===== src/rtl/spdif_relay_sequencer.sv =====
// Sequences the S/PDIF receive-to-retransmit path: acquire lock, prime the FIFO, play out.
// Flushes on kill or loss of signal, counts overruns/underruns and latches channel status.
module spdif_relay_sequencer #(
    parameter int unsigned LEVEL_W        = 10,
    parameter int unsigned PRIME_LEVEL    = 512,
    parameter int unsigned LOCK_BLOCKS    = 2,
    parameter int unsigned TIMEOUT_CYCLES = 4096,
    parameter int unsigned FLUSH_CYCLES   = 4
) (
    input  logic               i_clk_60mhz,
    input  logic               i_rst,
    input  logic               i_sample_valid,
    input  logic               i_block_done,
    input  logic               i_block_kill,
    input  logic [191:0]       i_channel_status,
    input  logic               i_fifo_full,
    input  logic               i_fifo_empty,
    input  logic [LEVEL_W-1:0] i_fifo_level,
    input  logic               i_rd_req_async,
    output logic               o_fifo_wr_en,
    output logic               o_fifo_rd_en,
    output logic               o_fifo_flush,
    output logic               o_play_en,
    output logic               o_locked,
    output logic [2:0]         o_state,
    output logic [31:0]        o_cs_word,
    output logic               o_cs_valid,
    output logic [7:0]         o_overrun_cnt,
    output logic [7:0]         o_underrun_cnt
);

    typedef enum logic [2:0] {
        StIdle    = 3'd0,
        StAcquire = 3'd1,
        StFill    = 3'd2,
        StPlay    = 3'd3,
        StFlush   = 3'd4
    } state_t;

    localparam int unsigned GOOD_W = $clog2(LOCK_BLOCKS + 1);
    localparam int unsigned SIL_W  = $clog2(TIMEOUT_CYCLES + 1);
    localparam int unsigned FCNT_W = (FLUSH_CYCLES > 1) ? $clog2(FLUSH_CYCLES) : 1;

    localparam logic [GOOD_W-1:0]  GOOD_LOCK = GOOD_W'(LOCK_BLOCKS);
    localparam logic [SIL_W-1:0]   SIL_LAST  = SIL_W'(TIMEOUT_CYCLES - 1);
    localparam logic [FCNT_W-1:0]  FCNT_LAST = FCNT_W'(FLUSH_CYCLES - 1);
    localparam logic [LEVEL_W-1:0] PRIME     = LEVEL_W'(PRIME_LEVEL);

    state_t              r_state;
    logic                r_play_en;
    logic                r_locked;
    logic                r_flush;
    logic                r_rd_en;
    logic                r_s1;
    logic                r_s2;
    logic                r_prev;
    logic [GOOD_W-1:0]   r_good_cnt;
    logic [SIL_W-1:0]    r_silence;
    logic [FCNT_W-1:0]   r_flush_cnt;
    logic [7:0]          r_overrun_cnt;
    logic [7:0]          r_underrun_cnt;
    logic [31:0]         r_cs_word;
    logic [31:0]         r_cs_cand;
    logic                r_cs_valid;

    state_t              w_state_next;
    logic                w_active;
    logic                w_rd_edge;
    logic                w_good_block;
    logic                w_timeout;
    logic                w_flush_entry;
    logic                w_underrun;
    logic                w_overrun;
    logic                w_unused_cs;

    assign w_active      = (r_state == StFill) || (r_state == StPlay);
    assign w_rd_edge     = r_s2 && !r_prev;
    assign w_good_block  = i_block_done && !i_block_kill;
    // Last silent cycle before the silence run reaches the timeout.
    assign w_timeout     = w_active && !i_sample_valid && (r_silence == SIL_LAST);
    assign w_flush_entry = w_active && (i_block_kill || w_timeout);
    assign w_underrun    = (r_state == StPlay) && w_rd_edge && i_fifo_empty;
    assign w_overrun     = w_active && i_sample_valid && i_fifo_full;
    assign w_unused_cs   = ^i_channel_status[191:32];

    always_comb begin
        w_state_next = r_state;
        case (r_state)
            StIdle:    w_state_next = StAcquire;
            StAcquire: if (r_good_cnt == GOOD_LOCK) w_state_next = StFill;
            StFill: begin
                if (w_flush_entry)              w_state_next = StFlush;
                else if (i_fifo_level >= PRIME) w_state_next = StPlay;
            end
            StPlay: begin
                if (w_flush_entry)   w_state_next = StFlush;
                else if (w_underrun) w_state_next = StFill;
            end
            StFlush:   if (r_flush_cnt == FCNT_LAST) w_state_next = StAcquire;
            default:   w_state_next = StIdle;
        endcase
    end

    always_ff @(posedge i_clk_60mhz) begin
        if (i_rst) begin
            r_state        <= StIdle;
            r_play_en      <= 1'b0;
            r_locked       <= 1'b0;
            r_flush        <= 1'b0;
            r_rd_en        <= 1'b0;
            r_s1           <= 1'b0;
            r_s2           <= 1'b0;
            r_prev         <= 1'b0;
            r_good_cnt     <= '0;
            r_silence      <= '0;
            r_flush_cnt    <= '0;
            r_overrun_cnt  <= 8'd0;
            r_underrun_cnt <= 8'd0;
            r_cs_word      <= 32'd0;
            r_cs_cand      <= 32'd0;
            r_cs_valid     <= 1'b0;
        end else begin
            r_state   <= w_state_next;
            r_play_en <= (w_state_next == StPlay);
            r_locked  <= (w_state_next == StFill) || (w_state_next == StPlay);
            r_flush   <= (w_state_next == StFlush);

            r_s1   <= i_rd_req_async;
            r_s2   <= r_s1;
            r_prev <= r_s2;
            // A read issued in the flush-entry cycle would overlap the flush pulse.
            r_rd_en <= w_rd_edge && (r_state == StPlay) && !i_fifo_empty && !w_flush_entry;

            if (r_state != StAcquire || r_good_cnt == GOOD_LOCK) begin
                r_good_cnt <= '0;
            end else if (i_block_done && i_block_kill) begin
                r_good_cnt <= '0;
            end else if (w_good_block) begin
                r_good_cnt <= r_good_cnt + GOOD_W'(1);
            end

            if (!w_active || i_sample_valid) r_silence <= '0;
            else                             r_silence <= r_silence + SIL_W'(1);

            if (r_state == StFlush) r_flush_cnt <= r_flush_cnt + FCNT_W'(1);
            else                    r_flush_cnt <= '0;

            if (w_overrun && r_overrun_cnt != 8'hFF) begin
                r_overrun_cnt <= r_overrun_cnt + 8'd1;
            end
            if (w_underrun && r_underrun_cnt != 8'hFF) begin
                r_underrun_cnt <= r_underrun_cnt + 8'd1;
            end

            // Two identical consecutive good blocks are required before the display word moves.
            if (w_good_block && r_state != StIdle) begin
                r_cs_cand <= i_channel_status[31:0];
                if (i_channel_status[31:0] == r_cs_cand) begin
                    r_cs_word  <= i_channel_status[31:0];
                    r_cs_valid <= 1'b1;
                end
            end
        end
    end

    assign o_fifo_wr_en   = i_sample_valid && !i_fifo_full && w_active;
    assign o_fifo_rd_en   = r_rd_en;
    assign o_fifo_flush   = r_flush;
    assign o_play_en      = r_play_en;
    assign o_locked       = r_locked;
    assign o_state        = r_state;
    assign o_cs_word      = r_cs_word;
    assign o_cs_valid     = r_cs_valid;
    assign o_overrun_cnt  = r_overrun_cnt;
    assign o_underrun_cnt = r_underrun_cnt;

endmodule


===== config.mk =====
export PLATFORM = sky130hd
export DESIGN_NAME = spdif_relay_sequencer
export DESIGN_NICKNAME = d
export VERILOG_FILES = /design/src/rtl/spdif_relay_sequencer.sv
export SDC_FILE = /design/constraint.sdc
export NUM_CORES = 1
export LEC_CHECK = 0
export CAP_MARGIN = 20
export CORE_MARGIN = 2
export CORE_UTILIZATION = 42
export CTS_BUF_LIST = sky130_fd_sc_hd__clkbuf_16
export DETAILED_ROUTE_END_ITERATION = 12
export GPL_TIMING_DRIVEN = 0
export PLACE_DENSITY_LB_ADDON = 0.25
export SETUP_SLACK_MARGIN = 0.1
export SLEW_MARGIN = 15
export SYNTH_ARGS = -nofsm -noshare
export SYNTH_HDL_FRONTEND = slang
export SYNTH_SLANG_ARGS = --single-unit
export TNS_END_PERCENT = 50

===== constraint.sdc =====
create_clock -name i_clk_60mhz -period 4.65 [get_ports i_clk_60mhz]
set_input_delay 1.395 -clock i_clk_60mhz [delete_from_list [all_inputs] [get_ports i_clk_60mhz]]
set_output_delay 1.395 -clock i_clk_60mhz [all_outputs]
set_load 0.005 [all_outputs]

==> summary.md, run 1 <==
| Metric | Value |
|---|---|
| First-pass detailed-route iteration total | `4` |
| Fin area | `6140 µm²` |
| Post-synthesis register bit count | `around 110` |
| GR Util met2 | `37.0%` |
| Gr usage total | `between 20 and 25%` |
| Area Overhead vs Synth | `29.9%` |
| Max-cap violations | `0` |
| Area contributors post-synth | `dfxtp_1, nand2b_1, xor2_1` |
| Post-synth top area cell | `dfxtp_1` |
| Pint | `between 1 and 1.5 mW` |
| Setup Viol. Count Final | `0` |
| Wire per inst | `~15 µm` |
| Seq/Total Area, Yosys | `between 40% and 50%` |
| Syn Std Cell Area | `between 4000 and 5000 µm²` |
| Gr ovfl total | `0` |
| Htree depth | `3` |
| Largest net degree at the start of global routing | `19` |
| Grt met1 use | `a little under a quarter` |
| Vias | `slightly below 4,000` |
| Minimum clock period | `roughly 4.1 ns` |
| Final period util | `between 80% and 90%` |
| Vias per inst | `around 5.0` |
| Final hold violation count | `0` |
| Crit path required time | `3.25 ns` |
| Crit path capture type | `primary output` |
| Initial core utilization | `between 40% and 50%` |
| Lkg Pwr | `roughly 2.2 nW` |
| Setup slack on the worst flop-to-flop path | `around 2.5 ns` |
| Combinational power share | `7.6%` |
| Initial antenna violation count | `0` |
| Clock Skews | `~0.0083 ns` |
| DP HPWL | `roughly 9 mm` |
| Post-synthesis cell type count | `34` |
| Grt peak-use layer | `met2` |
| Outcome | `finished clean` |
| Vias in the first global route | `roughly 3,900` |
| FP Rows | `38` |
| Critical Path AT | `between 2 and 3 ns` |
| Clock Path Buffers | `2` |
| Slew headroom | `50.5%` |
| Crit-path max FO | `4` |
| Post-CTS Hold Buffers | `0` |
| CTS clk-pin slew, worst paths | `roughly 0.07 ns` |
| Setup Buffers After CTS | `0` |
| Setup CP Type | `in2out` |
| Sw Ratio | `23.6%` |
| TNS Setup | `0 ns` |
| Routability Congestion | `just over 0.8` |
| P_sw | `roughly 420 µW` |
| TritonCTS clock tree | `built` |
| Top Ports | `around 270` |
| RSZ-0062 raised after global routing | `false` |
| Commonest non-fill, non-tap cells in the layout | `dfxtp_1, clkdlybuf4s50_1, nand2_1, nand2b_1, a21oi_1` |
| Global-route wire length before repair | `~19 mm` |
| Post-cts resize count | `0` |
| Die height | `110 µm` |
| Clock Latency Late Sink | `roughly 0.34 ns` |
| DR DRC count | `0` |
| Min-delay worst type | `reg2reg` |
| Syn nets | `approximately 750` |
| Nets | `854` |
| Power per cell area | `roughly 290 nW/µm²` |
| Clk pwr share | `about 40%` |
| Startpoint types | `primary input` |
| Met3 usage | `between 5 and 6%` |
| Die extent in x | `about 110 µm` |
| Area share of the largest cell type after synthesis | `between 40% and 50%` |
| Least-Margin Pin Slew | `roughly 0.74 ns` |
| DR iter-0 viols | `around 160` |
| Diode count | `0` |
| IR drop worst, VDD | `approximately 200 µV` |
| Sink Count | `108` |
| Die area | `between 10,000 and 15,000 µm²` |
| Number of port buffers | `96` |
| Synth warn | `0` |
| TritonCTS Buffers | `9` |
| Slew Viols, Final | `0` |
| Core Region | `around 11,000 µm²` |
| Sequential power share | `between 50% and 60%` |
| DRT antenna net count | `0` |
| Synthesized area per cell | `8.89 µm²` |
| Share of cells above drive strength 1 | `3.58%` |
| Routed WL | `about 12 mm` |
| Post-synthesis cell count | `532` |
| Post-DP Area | `5860 µm²` |
| Most common cell after layout, fill and taps aside | `dfxtp_1` |
| Max Freq | `between 200 and 250 MHz` |
| Root buffer cell | `clkbuf_16` |
[through the flow]
step | total power, mW | setup WS (ns) | hold WS (ns) | utilization [%] | cells
global route | 1.86 | 0.542 | 0.485 | 56.4 | 783
floorplan | 1.03 | 1.64 | 0.407 | - | 532
detailed placement | 1.10 | 0.611 | 0.422 | 53.8 | 768
finish | 1.79 | 0.594 | 0.440 | 56.4 | 783
global placement | 1.10 | 0.630 | 0.416 | 53.8 | 768
CTS | 1.81 | 0.592 | 0.439 | 56.4 | 783
[Yosys cell counts]
master    number
a21oi_1       44
a31oi_1        1
and2_1         2
and3_1         3
and3b_1        1
and4_1         2
and4b_1        3
buf_2          1
buf_4          3
buf_6          3
clkbuf_1      22
dfxtp_1      108
ha_1           5
inv_1          7
mux2i_1       34
nand2_1       76
nand2b_1      66
nand3_1       11
nand4_1        6
nor2_1        35
nor2b_1        4
nor3_1        13
nor3_2         1
nor3b_1        2
nor4_1         8
nor4_4         1
o2111a_1       1
o21ai_0        7
o21ba_1        1
o22a_1         1
o31ai_1        1
or3_1          8
xnor2_1       12
xor2_1        39
[final cells by class]
class / instances / area, µm²
Clock inverter: 6 / 50.0
Sequential cell: 108 / 2160
Tap cell: 140 / 175
Clock buffer: 9 / 225
Inverter: 7 / 26.3
Fill cell: 1011 / 4750
Buffer: 29 / 144
Multi-Input combinational cell: 388 / 2390
Timing Repair Buffer: 96 / 961
[final timing paths]
check / startpoint / cells past startpoint / end
max: i_sample_valid / 3 / o_fifo_wr_en
min: r_flush_cnt[0] / 1 / r_flush_cnt[0]
max reg2reg: o_state[2] / 7 / o_cs_word[19]
min reg2reg: r_flush_cnt[0] / 1 / r_flush_cnt[0]
[layer usage]
metal,part of all wire (%),vias up
met5,0,-
met4,1.7,0
met3,5.4,17
met2,52,88
met1,41,1826
li1,-,1972
[flip-flops by register name (all words and copies together), names as in the netlist, 2 cells and up]
register and flops:
o_underrun_cnt 8, r_silence 13, o_overrun_cnt 8, o_cs_word 32, r_flush_cnt 2, r_good_cnt 2
o_state 3, r_cs_cand 32
[logic make-up (layout without fill, tap and decap cells)]
| family | Yosys count | after routing | synth area share (%) |
|---|---|---|---|
| multiplexers | 34 | 34 | 7.20 |
| adder cells (fa/ha/maj) | 5 | 5 | 1.32 |
| AND/OR/NAND/NOR | 242 | 242 | 26.4 |
| AO/OA/AOI/OAI | 56 | 56 | 6.33 |
| flip-flops | 108 | 108 | 45.7 |
| XOR/XNOR | 51 | 51 | 9.45 |
| buffers and inverters | 36 | 147 | 3.60 |
[critical path, stage by stage]
cell,delay (ns)
clkdlybuf4s50_1,0.52
nor3b_1,0.21
clkdlybuf4s50_1,0.54
[power groups by stage]
stage | clock network [mW] | registers, mW | logic (mW)
4_1_cts | 0.730 | 0.942 | 0.137
6_report | 0.711 | 0.942 | 0.136
3_5_place_dp | 0 | 0.964 | 0.136
5_1_grt | 0.764 | 0.943 | 0.149
2_1_floorplan | 0 | 0.963 | 0.0655
3_3_place_gp | 0 | 0.963 | 0.134
No activity file was read; power rests on OpenSTA's default activity.
==> inputs of run 2 (changes only) <==
--- a/config.mk
+++ b/config.mk
@@ -6,11 +6,11 @@
 export NUM_CORES = 1
 export LEC_CHECK = 0
 export CAP_MARGIN = 20
-export CORE_MARGIN = 2
 export CORE_UTILIZATION = 42
 export CTS_BUF_LIST = sky130_fd_sc_hd__clkbuf_16
 export DETAILED_ROUTE_END_ITERATION = 12
 export GPL_TIMING_DRIVEN = 0
+export MAX_ROUTING_LAYER = met4
 export PLACE_DENSITY_LB_ADDON = 0.25
 export SETUP_SLACK_MARGIN = 0.1
 export SLEW_MARGIN = 15
==> summary.md, run 2 (same netlist as run 1, synthesis figures left out) <==
| Metric | Value |
|---|---|
| Max-cap violations | `0` |
| Core Region | `roughly 11,000 µm²` |
| Setup Viol. Count Final | `0` |
| R2r endpoint | `o_cs_word[3]` |
| Cell mode on critical path | `clkdlybuf4s50_1` |
| Multi-input gate area | `roughly 2400 µm²` |
| Min-delay worst type | `reg2reg` |
| Global-route wire length before repair | `around 19 mm` |
| Clock Path Buffers | `2` |
| Register area | `around 2200 µm²` |
| Setup slack on the worst flop-to-flop path | `about 2.5 ns` |
| Gr usage total | `22.0%` |
| DRT antenna net count | `0` |
| CP delay by family, top | `buffers and inverters` |
| Share of cells above drive strength 1 | `3.27%` |
| Slew headroom | `52.9%` |
| Routability Congestion | `0.826` |
| Number of fill cells in the layout | `1,027` |
| IR drop worst, VDD | `between 150 and 200 µV` |
| Placed Cells | `between 700 and 800` |
| Htree depth | `3` |
| Most common cell after layout, fill and taps aside | `dfxtp_1` |
| FF-to-FF Start | `o_state[2]` |
| Clock Skews | `around 0.0087 ns` |
| R2R cell count | `7` |
| Vias in the first global route | `3,974` |
| Gr ovfl total | `0` |
| FP Rows | `38` |
| Area Overhead vs Synth | `30.4%` |
| Fin area | `just over 6000 µm²` |
| DR iter-0 viols | `around 150` |
| Nets | `approximately 850` |
| Critical Path AT | `2.64 ns` |
| Worst path cell trace | `clkdlybuf4s50_1, nor3b_1, clkdlybuf4s50_1` |
| P_sw | `between 400 and 500 µW` |
| Combinational power share | `under 10%` |
| Vias | `just under 4,000` |
| TNS Setup | `0 ns` |
| DP HPWL | `around 9 mm` |
| Initial antenna violation count | `0` |
| Fin util | `56.6%` |
| Post-CTS Hold Buffers | `0` |
| Lkg Pwr | `approximately 2.2 nW` |
| Least-Margin Pin Slew | `0.702 ns` |
| Hold path endpoint | `r_flush_cnt[0]` |
| Die extent in x | `108 µm` |
| Minimum clock period | `between 4 and 5 ns` |
| Pint | `about 1.5 mW` |
| Diode count | `0` |
| Crit path required time | `approximately 3.3 ns` |
| TritonCTS Buffers | `9` |
| CP max-delay cell | `clkdlybuf4s50_1` |
| Wire per inst | `around 15 µm` |
| Startpoint types | `primary input` |
| Clock Latency Late Sink | `0.34 ns` |
| Setup Buffers After CTS | `0` |
| CTS clk-pin slew, worst paths | `approximately 0.070 ns` |
| Number of port buffers | `96` |
| Max Freq | `between 200 and 250 MHz` |
| Sequential power share | `about half` |
| Min Hold Slack | `0.433 ns` |
| RSZ-0062 raised after global routing | `false` |
| Post-DP Area | `between 5000 and 6000 µm²` |
| Top Ports | `around 270` |
| Commonest non-fill, non-tap cells in the layout | `dfxtp_1, clkdlybuf4s50_1, nand2_1, nand2b_1, a21oi_1` |
| Power per cell area | `~300 nW/µm²` |
| Die height | `roughly 110 µm` |
| Sw Ratio | `between 20 and 25%` |
| Worst path bufs/invs | `2` |
| Sink Count | `108` |
| Setup CP Type | `in2out` |
| TritonCTS clock tree | `built` |
| Routed WL | `approximately 12 mm` |
| Outcome | `finished clean` |
| DR DRC count | `0` |
| Hold path depth | `1` |
| Die area | `11,700 µm²` |
| Largest net degree at the start of global routing | `17` |
| Final hold violation count | `0` |
| Crit-path max FO | `4` |
| Slew Viols, Final | `0` |
| Hold Path Origin | `r_flush_cnt[0]` |
| Root buffer cell | `clkbuf_16` |
| Slowest stage delay, CP | `approximately 0.53 ns` |
| Crit path capture type | `primary output` |
| Vias per inst | `4.99` |
| Initial core utilization | `43.4%` |
| Final period util | `86.8%` |
| Post-cts resize count | `0` |
| First-pass detailed-route iteration total | `4` |
| Clk pwr share | `around 42%` |
| Final Instance Count excl. Fillers | `slightly below 800` |
==> run 2: cell types whose count changed in the layout (fill, tap and decap cells not counted) <==
cell	previous run	this run
clkinv_4	3	0
bufinv_16	0	2
clkinv_1	1	2
inv_8	1	0
==> run 2: metrics by stage <==
| step | power (mW) | worst slack, ns |
|---|---|---|
| final | 1.87 | 0.615 |
| after global routing | 1.94 | 0.533 |
| after global placement | 1.10 | 0.634 |
| after detailed placement | 1.10 | 0.619 |
| after CTS | 1.89 | 0.600 |
| after floorplan | 1.03 | 1.64 |
==> run 2: layer usage <==
layer / GRT usage, % / wire, µm / vias up
met5: - / 0 / -
met4: 8.32 / 340 / 0
met3: 6.21 / 575 / 17
met2: 38.5 / 6120 / 81
met1: 23.6 / 4930 / 1839
li1: - / - / 1969
==> run 2: worst max path at each step <==
stage | slack [ns] | from | depth (start not counted) | endpoint
after floorplan | 1.64 | i_fifo_full | 1 | o_fifo_wr_en
after global placement | 0.63 | i_sample_valid | 3 | o_fifo_wr_en
after detailed placement | 0.62 | i_sample_valid | 3 | o_fifo_wr_en
after CTS | 0.60 | i_sample_valid | 3 | o_fifo_wr_en
after global routing | 0.53 | i_sample_valid | 3 | o_fifo_wr_en
final | 0.62 | i_sample_valid | 3 | o_fifo_wr_en
==> run 2: worst reg2reg max path, delay by kind of cell, from the launching register on <==
kind	cells	cell delay, ns
buf+inv	3	0.62
flops	1	0.36
mux	1	0.21
simple gates	3	0.94
==> run 2: power groups by stage <==
stage,Combinational [mW],Clock [mW],Sequential (mW)
2_1_floorplan,0.0655,0,0.963
3_3_place_gp,0.134,0,0.963
3_5_place_dp,0.136,0,0.964
4_1_cts,0.137,0.811,0.942
5_1_grt,0.148,0.847,0.944
6_report,0.135,0.793,0.943
==> run 2: cell type report <==
cell class              instances  area share (%)
plain buffers                  29            2.33
clock buffers                   9            3.65
clock inverters                 5            1.24
inverters                       7           0.426
multi-input cells             388            38.8
flip-flops and latches        108            35.1
well taps                     140            2.84
repair buffers                 96            15.6
